===== src/rtl/mult_arbiter.sv =====
// -----------------------------------------------------------------------------
// mult_arbiter
// Shares one pipelined signed 16x16 multiplier core between two requesters.
// A request is accepted in IDLE, the operands are presented to the core with a
// one-cycle start pulse, the block waits for the core's done and then returns
// the 32-bit product on the granted port's response channel. Only one
// operation is outstanding at a time.
//
// Parameters:
//   FAIR    : 1 = round-robin between ports, 0 = fixed priority (port 0 wins)
//   TIMEOUT : watchdog limit in WAIT cycles (2..255), watchdog build only
//
// Optional feature (compile-time macro MULT_ARB_WATCHDOG_EN):
//   defined   : WAIT is bounded by TIMEOUT cycles; on expiry an error response
//               (rsp_data=0, rsp_err=1) is returned instead of a product.
//   undefined : no watchdog, rsp_err is constant 0, WAIT lasts until m_done.
//
// Ports:
//   clk, resetq            clock (rising edge), async active-high reset
//   req_valid/req_ready    per-port request handshake (req_ready combinational)
//   req_a0/req_b0          port 0 signed operands
//   req_a1/req_b1          port 1 signed operands
//   rsp_valid/rsp_ready    per-port response handshake (at most one valid)
//   rsp_data, rsp_err      shared response payload and watchdog-abort flag
//   m_start, m_md, m_mr    start pulse and operands to the multiplier core
//   m_product, m_done      product and completion pulse from the core
//   busy                   high in every state except IDLE
//   grant_id               port currently or most recently granted
// -----------------------------------------------------------------------------
module mult_arbiter #(
    parameter int unsigned FAIR    = 1,
    parameter int unsigned TIMEOUT = 64
) (
    input  logic        clk,
    input  logic        resetq,
    input  logic [1:0]  req_valid,
    output logic [1:0]  req_ready,
    input  logic [15:0] req_a0,
    input  logic [15:0] req_b0,
    input  logic [15:0] req_a1,
    input  logic [15:0] req_b1,
    output logic [1:0]  rsp_valid,
    input  logic [1:0]  rsp_ready,
    output logic [31:0] rsp_data,
    output logic        rsp_err,
    output logic        m_start,
    output logic [15:0] m_md,
    output logic [15:0] m_mr,
    input  logic [31:0] m_product,
    input  logic        m_done,
    output logic        busy,
    output logic        grant_id
);

    localparam int unsigned OP_W   = 16;
    localparam int unsigned PROD_W = 32;
    localparam int unsigned WD_W   = 8;
    localparam logic [WD_W-1:0] LP_TIMEOUT = WD_W'(TIMEOUT);

    typedef enum logic [1:0] {
        S_IDLE  = 2'd0,
        S_START = 2'd1,
        S_WAIT  = 2'd2,
        S_RESP  = 2'd3
    } state_t;

    state_t              r_state;
    state_t              w_next_state;

    logic [OP_W-1:0]     r_md;
    logic [OP_W-1:0]     r_mr;
    logic [PROD_W-1:0]   r_rsp_data;
    logic                r_grant;
    logic                r_last;

    logic                w_any;
    logic                w_sel;
    logic                w_accept;
    logic                w_take;
    logic                w_abort;
    logic                w_release;
    logic                w_wd_hit;

    // Port selection; the last-grant pointer resets to 1 so port 0 wins the
    // first contention under round-robin.
    assign w_any = |req_valid;

    always_comb begin : p_select
        w_sel = 1'b0;
        case (req_valid)
            2'b01:   w_sel = 1'b0;
            2'b10:   w_sel = 1'b1;
            2'b11:   w_sel = (FAIR != 0) ? ~r_last : 1'b0;
            default: w_sel = 1'b0;
        endcase
    end

`ifdef MULT_ARB_WATCHDOG_EN
    logic [WD_W-1:0]     r_wd_cnt;
    logic                r_rsp_err;

    // Counts WAIT cycles; sits at zero outside WAIT so it is clear on entry.
    always_ff @(posedge clk or posedge resetq) begin : p_wd_cnt
        if (resetq) begin
            r_wd_cnt <= '0;
        end else if (r_state == S_WAIT) begin
            r_wd_cnt <= r_wd_cnt + WD_W'(1);
        end else begin
            r_wd_cnt <= '0;
        end
    end

    // Limit reached during the TIMEOUT-th WAIT cycle; m_done takes precedence
    // in the FSM when both happen together.
    assign w_wd_hit = (r_state == S_WAIT) && (r_wd_cnt == (LP_TIMEOUT - WD_W'(1)));

    always_ff @(posedge clk or posedge resetq) begin : p_rsp_err
        if (resetq) begin
            r_rsp_err <= 1'b0;
        end else if (w_take) begin
            r_rsp_err <= 1'b0;
        end else if (w_abort) begin
            r_rsp_err <= 1'b1;
        end
    end

    assign rsp_err = r_rsp_err;
`else
    logic                w_unused_timeout;

    assign w_wd_hit         = 1'b0;
    assign rsp_err          = 1'b0;
    assign w_unused_timeout = ^LP_TIMEOUT;
`endif

    // State register.
    always_ff @(posedge clk or posedge resetq) begin : p_state
        if (resetq) begin
            r_state <= S_IDLE;
        end else begin
            r_state <= w_next_state;
        end
    end

    // Next-state and state-decoded outputs.
    always_comb begin : p_fsm
        w_next_state = r_state;
        w_accept     = 1'b0;
        w_take       = 1'b0;
        w_abort      = 1'b0;
        w_release    = 1'b0;
        req_ready    = 2'b00;
        rsp_valid    = 2'b00;
        m_start      = 1'b0;
        busy         = 1'b1;

        case (r_state)
            S_IDLE: begin
                busy = 1'b0;
                // The selected port always has its valid set, so ready on it
                // is an accept.
                if (w_any) begin
                    req_ready[w_sel] = 1'b1;
                    w_accept         = 1'b1;
                    w_next_state     = S_START;
                end
            end
            S_START: begin
                m_start      = 1'b1;
                w_next_state = S_WAIT;
            end
            S_WAIT: begin
                if (m_done) begin
                    w_take       = 1'b1;
                    w_next_state = S_RESP;
                end else if (w_wd_hit) begin
                    w_abort      = 1'b1;
                    w_next_state = S_RESP;
                end
            end
            S_RESP: begin
                rsp_valid[r_grant] = 1'b1;
                if (rsp_ready[r_grant]) begin
                    w_release    = 1'b1;
                    w_next_state = S_IDLE;
                end
            end
            default: begin
                w_next_state = S_IDLE;
            end
        endcase
    end

    // Operand capture, grant tracking and response payload.
    always_ff @(posedge clk or posedge resetq) begin : p_data
        if (resetq) begin
            r_md       <= '0;
            r_mr       <= '0;
            r_grant    <= 1'b0;
            r_last     <= 1'b1;
            r_rsp_data <= '0;
        end else begin
            if (w_accept) begin
                r_md    <= w_sel ? req_a1 : req_a0;
                r_mr    <= w_sel ? req_b1 : req_b0;
                r_grant <= w_sel;
            end
            if (w_take) begin
                r_rsp_data <= m_product;
            end else if (w_abort) begin
                r_rsp_data <= '0;
            end
            if (w_release) begin
                r_last <= r_grant;
            end
        end
    end

    assign m_md     = r_md;
    assign m_mr     = r_mr;
    assign rsp_data = r_rsp_data;
    assign grant_id = r_grant;

endmodule


===== config.mk =====
export PLATFORM = sky130hd
export DESIGN_NAME = mult_arbiter
export DESIGN_NICKNAME = d
export VERILOG_FILES = /design/src/rtl/mult_arbiter.sv
export SDC_FILE = /design/constraint.sdc
export NUM_CORES = 1
export LEC_CHECK = 0
export CAP_MARGIN = 20
export CELL_PAD_IN_SITES_DETAIL_PLACEMENT = 1
export CELL_PAD_IN_SITES_GLOBAL_PLACEMENT = 1
export CORE_MARGIN = 4
export CORE_UTILIZATION = 30
export CTS_BUF_LIST = sky130_fd_sc_hd__clkbuf_8 sky130_fd_sc_hd__clkbuf_16
export CTS_CLUSTER_SIZE = 8
export DETAILED_ROUTE_END_ITERATION = 10
export PLACE_DENSITY_LB_ADDON = 0.1
export SKIP_CTS_REPAIR_TIMING = 1
export SLEW_MARGIN = 10
export SYNTH_ARGS = -nofsm -noshare
export SYNTH_HDL_FRONTEND = slang
export SYNTH_SLANG_ARGS = --single-unit

===== constraint.sdc =====
create_clock -name clk -period 3.65 [get_ports clk]
set_input_delay 0.73 -clock clk [delete_from_list [all_inputs] [get_ports clk]]
set_output_delay 0.73 -clock clk [all_outputs]
set_load 0.005 [all_outputs]

# Yosys cells after proc, flatten, opt, wreduce, memory -nomap -nowiden
# Index checks and enable logic that the tools add are counted.
dict set report classes {
  mux 25
  n_bitwise 1
  n_reduce_logical 5
  eq_ne 8
  n_lt_le_gt_ge 4
}
# op n
set op_table {}
lappend op_table {{2-to-1 mux 16 bit} 2}
lappend op_table {{2-to-1 mux 32 bit} 1}
lappend op_table {{2-to-1 mux 1 bit} 12}
lappend op_table {{2-to-1 mux 2 bit} 6}
lappend op_table {{== test 2 bit (second input constant)} 4}
lappend op_table {{one-hot mux 2 bit (4 select lines)} 1}
lappend op_table {{!= test 2 bit (second input constant)} 3}
lappend op_table {{< comparator 1 x 2 -> 1 bit (second input constant)} 2}
lappend op_table {{AND reduction 3 bit} 1}
lappend op_table {{demux 1 bit (select 1 bit)} 2}
lappend op_table {{== test 2 x 1 -> 1 bit (second input constant)} 1}
lappend op_table {{greater-or-equal comparator 1 bit (second input constant)} 2}
lappend op_table {{logical AND 1 bit} 2}
lappend op_table {{zero test 2 bit} 1}
lappend op_table {{one-hot mux 1 bit (2 select lines)} 1}
lappend op_table {{OR reduction 2 bit} 1}
lappend op_table {{NOT 1 bit} 1}
dict set report word_totals {
  output_inout_bits 72
  word_cells 49
  register_bits 68
  input_bits 103
}

# Longest topological paths before layout
# Gate-level depths: netlist of run 1.
dict set report depth {
  ltp_word 8
  depth_mapped 7
  mapped_depth_nobuf 5
}

# Worst setup path after synthesis of run 1
# OpenSTA, ideal clock, no wires.
dict set report synth_path {
  kind {input to output}
  from {in req_valid[1]}
  to {out req_ready[1]}
  required_time_ns 2.920
  path_slack_ns 1.568
  n_path_buf 1
  t_arrival_ns 1.352
  path_stages 3
  path_cell_list {a21boi_2 buf_4 and2_1}
}
dict set report synth_via {
  elab_chain_cells 8
  word_cells_on_any_way 11
  classes_between {order compare (2); eq/ne (2); mux (5); reduce/logical (2)}
}
# element line
set synth_lines {}
lappend synth_lines {{start: declaration} 36} ;# input logic [1:0] req_valid,
lappend synth_lines {{== test 2 bit} 90} ;# case (req_valid)
lappend synth_lines {{one-hot mux 1 bit (2 select lines)} 90}
lappend synth_lines {{< comparator 1 x 2 -> 1 bit (not written as such) or greater-or-equal comparator 1 bit (tied branches)} 163} ;# req_ready[w_sel] = 1'b1;
lappend synth_lines {{logical AND 1 bit (not written as such)} 163}
lappend synth_lines {{2-to-1 mux 1 bit (not written as such)} 163}
lappend synth_lines {{demux 1 bit (select 1 bit)} 163}
lappend synth_lines {{2-to-1 mux 2 bit *} 162} ;# if (w_any) begin
lappend synth_lines {{2-to-1 mux 2 bit *} 157} ;# case (r_state)
lappend synth_lines {{end: declaration} 37} ;# output logic [1:0] req_ready,
# Every way passes the cells marked *; elsewhere a longest branch is shown, timed or not.

# Worst setup path in the final report of run 1
dict set report layout_path {
  from {reg r_state[0]}
  to {out req_ready[0]}
}
dict set report layout_via {
  elab_chain_cells 2
}
# element line
set layout_lines {}
lappend layout_lines {{start: declaration} 67} ;# state_t r_state;
lappend layout_lines {{start signal: assignment} 141} ;# r_state <= w_next_state;
lappend layout_lines {{zero test 2 bit} 157}
lappend layout_lines {{2-to-1 mux 2 bit} 157}
# No other way between the ends.

==> results of run 1 <==
-- logic make-up after synthesis --
logic type,Yosys count
compound gates,40
fa+ha+maj,5
buf+inv,21
flops,68
mux,43
other cells,1
simple gates,41
-- worst paths after layout --
check	endpoint	slack [ps]	depth (start not counted)
setup / recovery	req_ready[0]	500	5
hold / removal	m_mr[15]$_DFFE_PP0P_	490	2
setup reg to reg	m_mr[10]$_DFFE_PP0P_	1460	5
hold reg to reg	m_mr[15]$_DFFE_PP0P_	490	2
max in group asynchronous	rsp_data[27]$_DFFE_PP0P_	2050	3
min in group asynchronous	rsp_data[9]$_DFFE_PP0P_	840	2
-- metal layers --
layer  vias to the layer above  global-route usage (%)  wire, um
met5                         -                       0         0
met4                         0                   6.027       131
met3                        10                   5.599       766
met2                       105                   25.18      4114
met1                      1186                   20.05      3794
li1                       1155                       -         -
-- worst max-delay path, delay by kind of cell (launching register included) --
kind                     cells  cell delay (ps)
adder cells (fa/ha/maj)      1              700
buffers and inverters        2              670
flip-flops                   1              420
AND/OR/NAND/NOR              1              170
AO/OA/AOI/OAI                1              120
-- per-stage QoR --
step | utilization, % | hold WS, ps | instances
finish | 53.14 | 488.9 | 528
global route | 53.14 | 520.2 | 528
CTS | 53.14 | 495.2 | 528
detailed placement | 51.00 | 478.6 | 512
global placement | 51.00 | 469.9 | 512
floorplan | - | 479.3 | 219
-- where the power goes --
group	internal [mW]	leakage (nW)	switching (mW)
Combinational	1.18	1.25	0.621
Clock	0.319	0.0958	0.300
Sequential	1.14	0.818	0.203
-- registers in the layout, summed over array words and instances, names as in the netlist --
signal,count
grant_id,1
m_mr,16
m_md,16
r_last,1
rsp_data,32
r_state,2
-- layout by cell type, fill, tap and decap left out, types with 3 or more instances in the layout --
cell and n:
clkdlybuf4s50_1 173, dfrtp_1 67, mux2_2 33, and3_1 23, a221o_1 23, nand2_1 11, mux2i_1 10, o21ai_1 9
clkbuf_8 9, buf_4 7, ha_1 5, inv_1 4, a21oi_1 3
-- area by class of cell --
cell class	count	area (sq um)	share of cell area [%]
clock buffer	9	123.9	2.487
clock inverter	7	76.32	1.533
inverter	5	18.77	0.3769
multi-input combinational	130	1112	22.34
sequential	68	1703	34.20
tap	129	161.4	3.241
timing repair buffer	180	1784	35.83
==> summary.md, run 1 <==
| Metric | Value |
|---|---|
| Final hold vios | 0 |
| Most common cell in the netlist | dfrtp_1 |
| Synth Area in XOR/XNOR | 0% |
| Worst-case vdd ir drop | 0.2772 mV |
| Port Buf Inserts | 173 |
| Layout cells sized above 1 | 15.54% |
| TritonRoute pass-1 iters | 4 |
| Synth Area per Inst | 13.32 sq um |
| Top cells by area, synth | dfrtp_1 57%, mux2_2 13%, a221o_1 7.9%, and3_1 4.9%, mux2i_1 3.4% |
| Post-Synth Simple-Gate Area | 7.722% |
| Synth warnings | 0 |
| Die Area | 0.01136 sq mm |
| Ys flop type | dfrtp_1 |
| Reg clk slew, reported paths | 80 ps |
| CTS H-tree lvls | 3 |
| Fmax achieved | 317.6 MHz |
| R2R Path Start | r_state[0]$_DFFE_PP0P_ |
| Post-synth EDFFs | 0 |
| DR vias | 2456 |
| Clk_skew | 9.426 ps |
| Fin area | 0.004980 sq mm |
| Unique masters post-synth | 26 |
| Commonest cells in the netlist | 67 x dfrtp_1, 33 x mux2_2, 23 x a221o_1, 23 x and3_1, 11 x nand2_1 |
| Dpl ws | 663.9 ps |
| Filler Cells Inserted | 1016 |
| Hold WC Path Type | reg -> reg |
| Routed WL | 8807 um |
| Required @ worst endpoint | 2920 ps |
| Max Cap Viol | 0 |
| Largest net degree at the start of global routing | 43 |
| Clock root buffer | clkbuf_8 |
| CTS sink cnt | 68 |
| Adder-Cell Fraction of Synth Area | 2.145% |
| Row cnt | 35 |
| Crit. End Element | output pin |
| Hold_sp | m_mr[15]$_DFFE_PP0P_ |
| Final min period | 3149 ps |
| Cell taking the most area after synthesis | dfrtp_1 |
| CP max FO | 27 |
| Dpl hpwl | 6652 um |
| Crit path arrival time | 2420 ps |
| RSZ-0062 raised after global routing | no |
| First-pass GRT wire length | 14010 um |
| Area Growth Syn to Fin | 70.74% |
| Crit-path slowest cell | ha_1 |
| Post-synthesis mux area share | 16.17% |
| Fraction of registers with async set/reset | 100.0% |
| DR WL/cell | 16.68 um |
| Share of the synthesized area in the top cell type | 57.49% |
| Inserted Clock Buffers | 9 |
| Syn Inst Count | 219 |
| DR iter-0 viols | 73 |
| DRT antenna net count | 0 |
| Vias in the first global route | 2619 |
| Worst Setup Start Kind | flop |
| Placed Area | 0.004780 sq mm |
| Layout Nets | 502 |
| # diodes | 0 |
| Final worst setup slack | 501.0 ps |
| Slew @ Worst Pin | 816.8 ps |
| Mapped cell area | 0.002917 sq mm |
| #FFs+latches synth | 68 |
| Power after layout | 3.755 mW |
| Main combinational cell family by area after synthesis | multiplexers |
| Worst setup path class | reg -> out |
| DIE WIDTH | 106.6 um |
| Crit path from | r_state[0]$_DFFE_PP0P_ |
| Starting Density | 31.12% |
| Pwr dens | 754.1 mW/mm^2 |
| Fin. max-slew vios | 0 |
| Post-synthesis sequential area ratio | 58.39% |
| GP Congestion | 0.7081 |
| Global-route usage over all layers | 15.92% |
| Mapped Nets | 327 |
| LEAKAGE | 2.165 nW |
| Max-slew headroom | 45.55% |
| Core area | 0.009371 sq mm |
| Ports | 175 |
| CP max stage delay | 700 ps |
| Setup TNS | 0 ps |
| Clock buffer depth | 2 |
| Residual DRC | 0 |
| Gr ovfl total | 0 |
| Status | finished clean |
| Final setup violation count | 0 |
| Final period util | 86.27% |
| Die H | 106.6 um |
| Worst-Skew Late Latency | 340 ps |
| CTS tree | yes |
| Post-synthesis compound-gate area fraction | 11.71% |
| CP cell instances | inv_1 > ha_1 > o21ai_4 > nor2_2 > clkdlybuf4s50_1 |
| Vias per inst | 4.652 |
| Initial antenna violation count | 0 |
No activity file was read; power rests on OpenSTA's default activity.
==> run 2, diff against run 1 <==
- CORE_ASPECT_RATIO: not set -> 1.1
- CORE_UTILIZATION: 30 -> 50
- DONT_BUFFER_PORTS: not set -> 1
- SKIP_CTS_REPAIR_TIMING: 1 -> not set
==> run 2 against run 1 <==
Net effect:
- combinational power shrank 52%
- largest cell class is now flip-flops and latches
- flip-flop and latch count is the same
- critical path depth shrank 1
- non-clock buffer count shrank 175
- worst hold slack gained 1.8 ps
- largest power group is now registers
- first-iteration DRC count shrank 59%
==> summary.md, run 2 (same netlist as run 1, synthesis figures left out) <==
| Metric | Value |
|---|---|
| Crit. End Element | output pin |
| Worst-Skew Late Latency | 330 ps |
| Final period util | 72.75% |
| Clk_skew | 4.828 ps |
| Worst reg2reg path depth | 5 |
| CP max FO | 27 |
| Vias in the first global route | 2139 |
| Clock root buffer | clkbuf_8 |
| Die Area | 0.007120 sq mm |
| CP max stage delay | 640 ps |
| Crit path arrival time | 1930 ps |
| Row cnt | 28 |
| Layout cells sized above 1 | 25.89% |
| Hold WC Path Type | in -> async |
| Residual DRC | 0 |
| Most frequent cells in the layout | 67 x dfrtp_1, 33 x mux2_2, 23 x and3_1, 23 x a221o_1, 11 x nand2_1 |
| Dpl hpwl | 5761 um |
| Initial antenna violation count | 0 |
| Final hold vios | 0 |
| TritonRoute pass-1 iters | 4 |
| GP Congestion | 0.7925 |
| Crit-path slowest cell | ha_1 |
| Dpl ws | 1277 ps |
| LEAKAGE | 1.493 nW |
| Worst-case vdd ir drop | 0.4583 mV |
| Area Growth Syn to Fin | 7.979% |
| CP cell instances | inv_1 > ha_1 > o21ai_2 > nor2_2 |
| Clock buffer depth | 2 |
| Setup Fix Bufs, Post-CTS | 0 |
| Starting Density | 52.69% |
| Largest net degree at the start of global routing | 47 |
| CTS tree | yes |
| Inserted Clock Buffers | 9 |
| # diodes | 0 |
| DR vias | 1837 |
| Port Buf Inserts | 0 |
| Post-CTS Hold Buffers | 0 |
| Layout Nets | 327 |
| Slew @ Worst Pin | 937.8 ps |
| Vias per inst | 6.144 |
| Pwr dens | 925.2 mW/mm^2 |
| Filler Cells Inserted | 578 |
| Worst Setup Start Kind | flop |
| Fin. max-slew vios | 0 |
| Max reg flops | 32 |
| Final Util | 56.89% |
| Power after layout | 2.914 mW |
| Final setup violation count | 0 |
| Status | finished clean |
| RSZ-0062 raised after global routing | no |
| DR iter-0 viols | 30 |
| Reg clk slew, reported paths | 70 ps |
| Crit path from | r_state[0]$_DFFE_PP0P_ |
| First-pass GRT wire length | 11430 um |
| DIE WIDTH | 80.82 um |
| DR WL/cell | 25.04 um |
| Global-route usage over all layers | 21.63% |
| CTS sink cnt | 68 |
| Die H | 88.10 um |
| Fmax achieved | 376.6 MHz |
| Max Cap Viol | 0 |
| Post_cts resized | 0 |
| Final min period | 2655 ps |
| Setup TNS | 0 ps |
| Max-slew headroom | 37.39% |
| Gr ovfl total | 0 |
| Most common cell after layout, fill and taps aside | dfrtp_1 |
| DRT antenna net count | 0 |
| Hold WS | 490.7 ps |
| Worst setup path class | reg -> out |
| Ports | 175 |
| R2R Path Start | r_state[0]$_DFFE_PP0P_ |
| Routed WL | 7487 um |
| Required @ worst endpoint | 2920 ps |
| Final worst setup slack | 994.6 ps |
| Core area | 0.005535 sq mm |
| CTS H-tree lvls | 3 |
[run 2: cell count changes in the layout (fill, tap and decap cells not counted), sizes merged]
cell and delta:
clkinvlp -1, inv +1, clkdlybuf4s50 -173, buf -2
[run 2: worst paths after layout]
| path | endpoint | slack (ps) |
|---|---|---|
| min | rsp_data[18]$_DFFE_PP0P_ | 490 |
| max reg2reg | m_mr[1]$_DFFE_PP0P_ | 1460 |
| max | req_ready[0] | 990 |
| max in group asynchronous | rsp_data[21]$_DFFE_PP0P_ | 2300 |
| min reg2reg | m_md[15]$_DFFE_PP0P_ | 530 |
| min in group clk | m_md[15]$_DFFE_PP0P_ | 530 |
[run 2: metal layers]
layer  vias to the layer above  global-route usage, %  share of wire (%)
met5                         -                      0                  0
met4                         0                  10.60                2.5
met3                        15                  7.922                 11
met2                       109                  37.86                 53
met1                       909                  22.83                 34
li1                        804                      -                  -
[run 2: layout make-up]
type                            instances  area, sq um  share of cell area, %
Sequential cell                        68         1703                  54.07
Multi-Input combinational cell        130         1105                  35.08
Clock buffer                            9        123.9                  3.933
Inverter                                5        18.77                 0.5959
Timing Repair Buffer                    5        45.04                  1.430
Clock inverter                          7        60.06                  1.907
Tap cell                               75        93.84                  2.980
[run 2: where the power goes]
part           switching [mW]  internal, mW  total, mW
registers               0.337          1.14       1.48
logic                   0.395         0.461      0.856
clock network           0.272         0.307      0.579
[run 2: critical path, delay by kind of cell, from the launching register on]
family | cells | cell delay [ps]
AOI/OAI and AO/OA | 1 | 150
adders and majority gates | 1 | 640
buffers and inverters | 1 | 130
DFF | 1 | 430
and+or+nand+nor | 1 | 240
[run 2: metrics by stage]
| step | instances | area, sq um |
|---|---|---|
| finish | 299 | 3149 |
| global route | 299 | 3149 |
| CTS | 299 | 3149 |
| detailed placement | 283 | 2965 |
| global placement | 282 | 2950 |
| floorplan | 219 | 2917 |
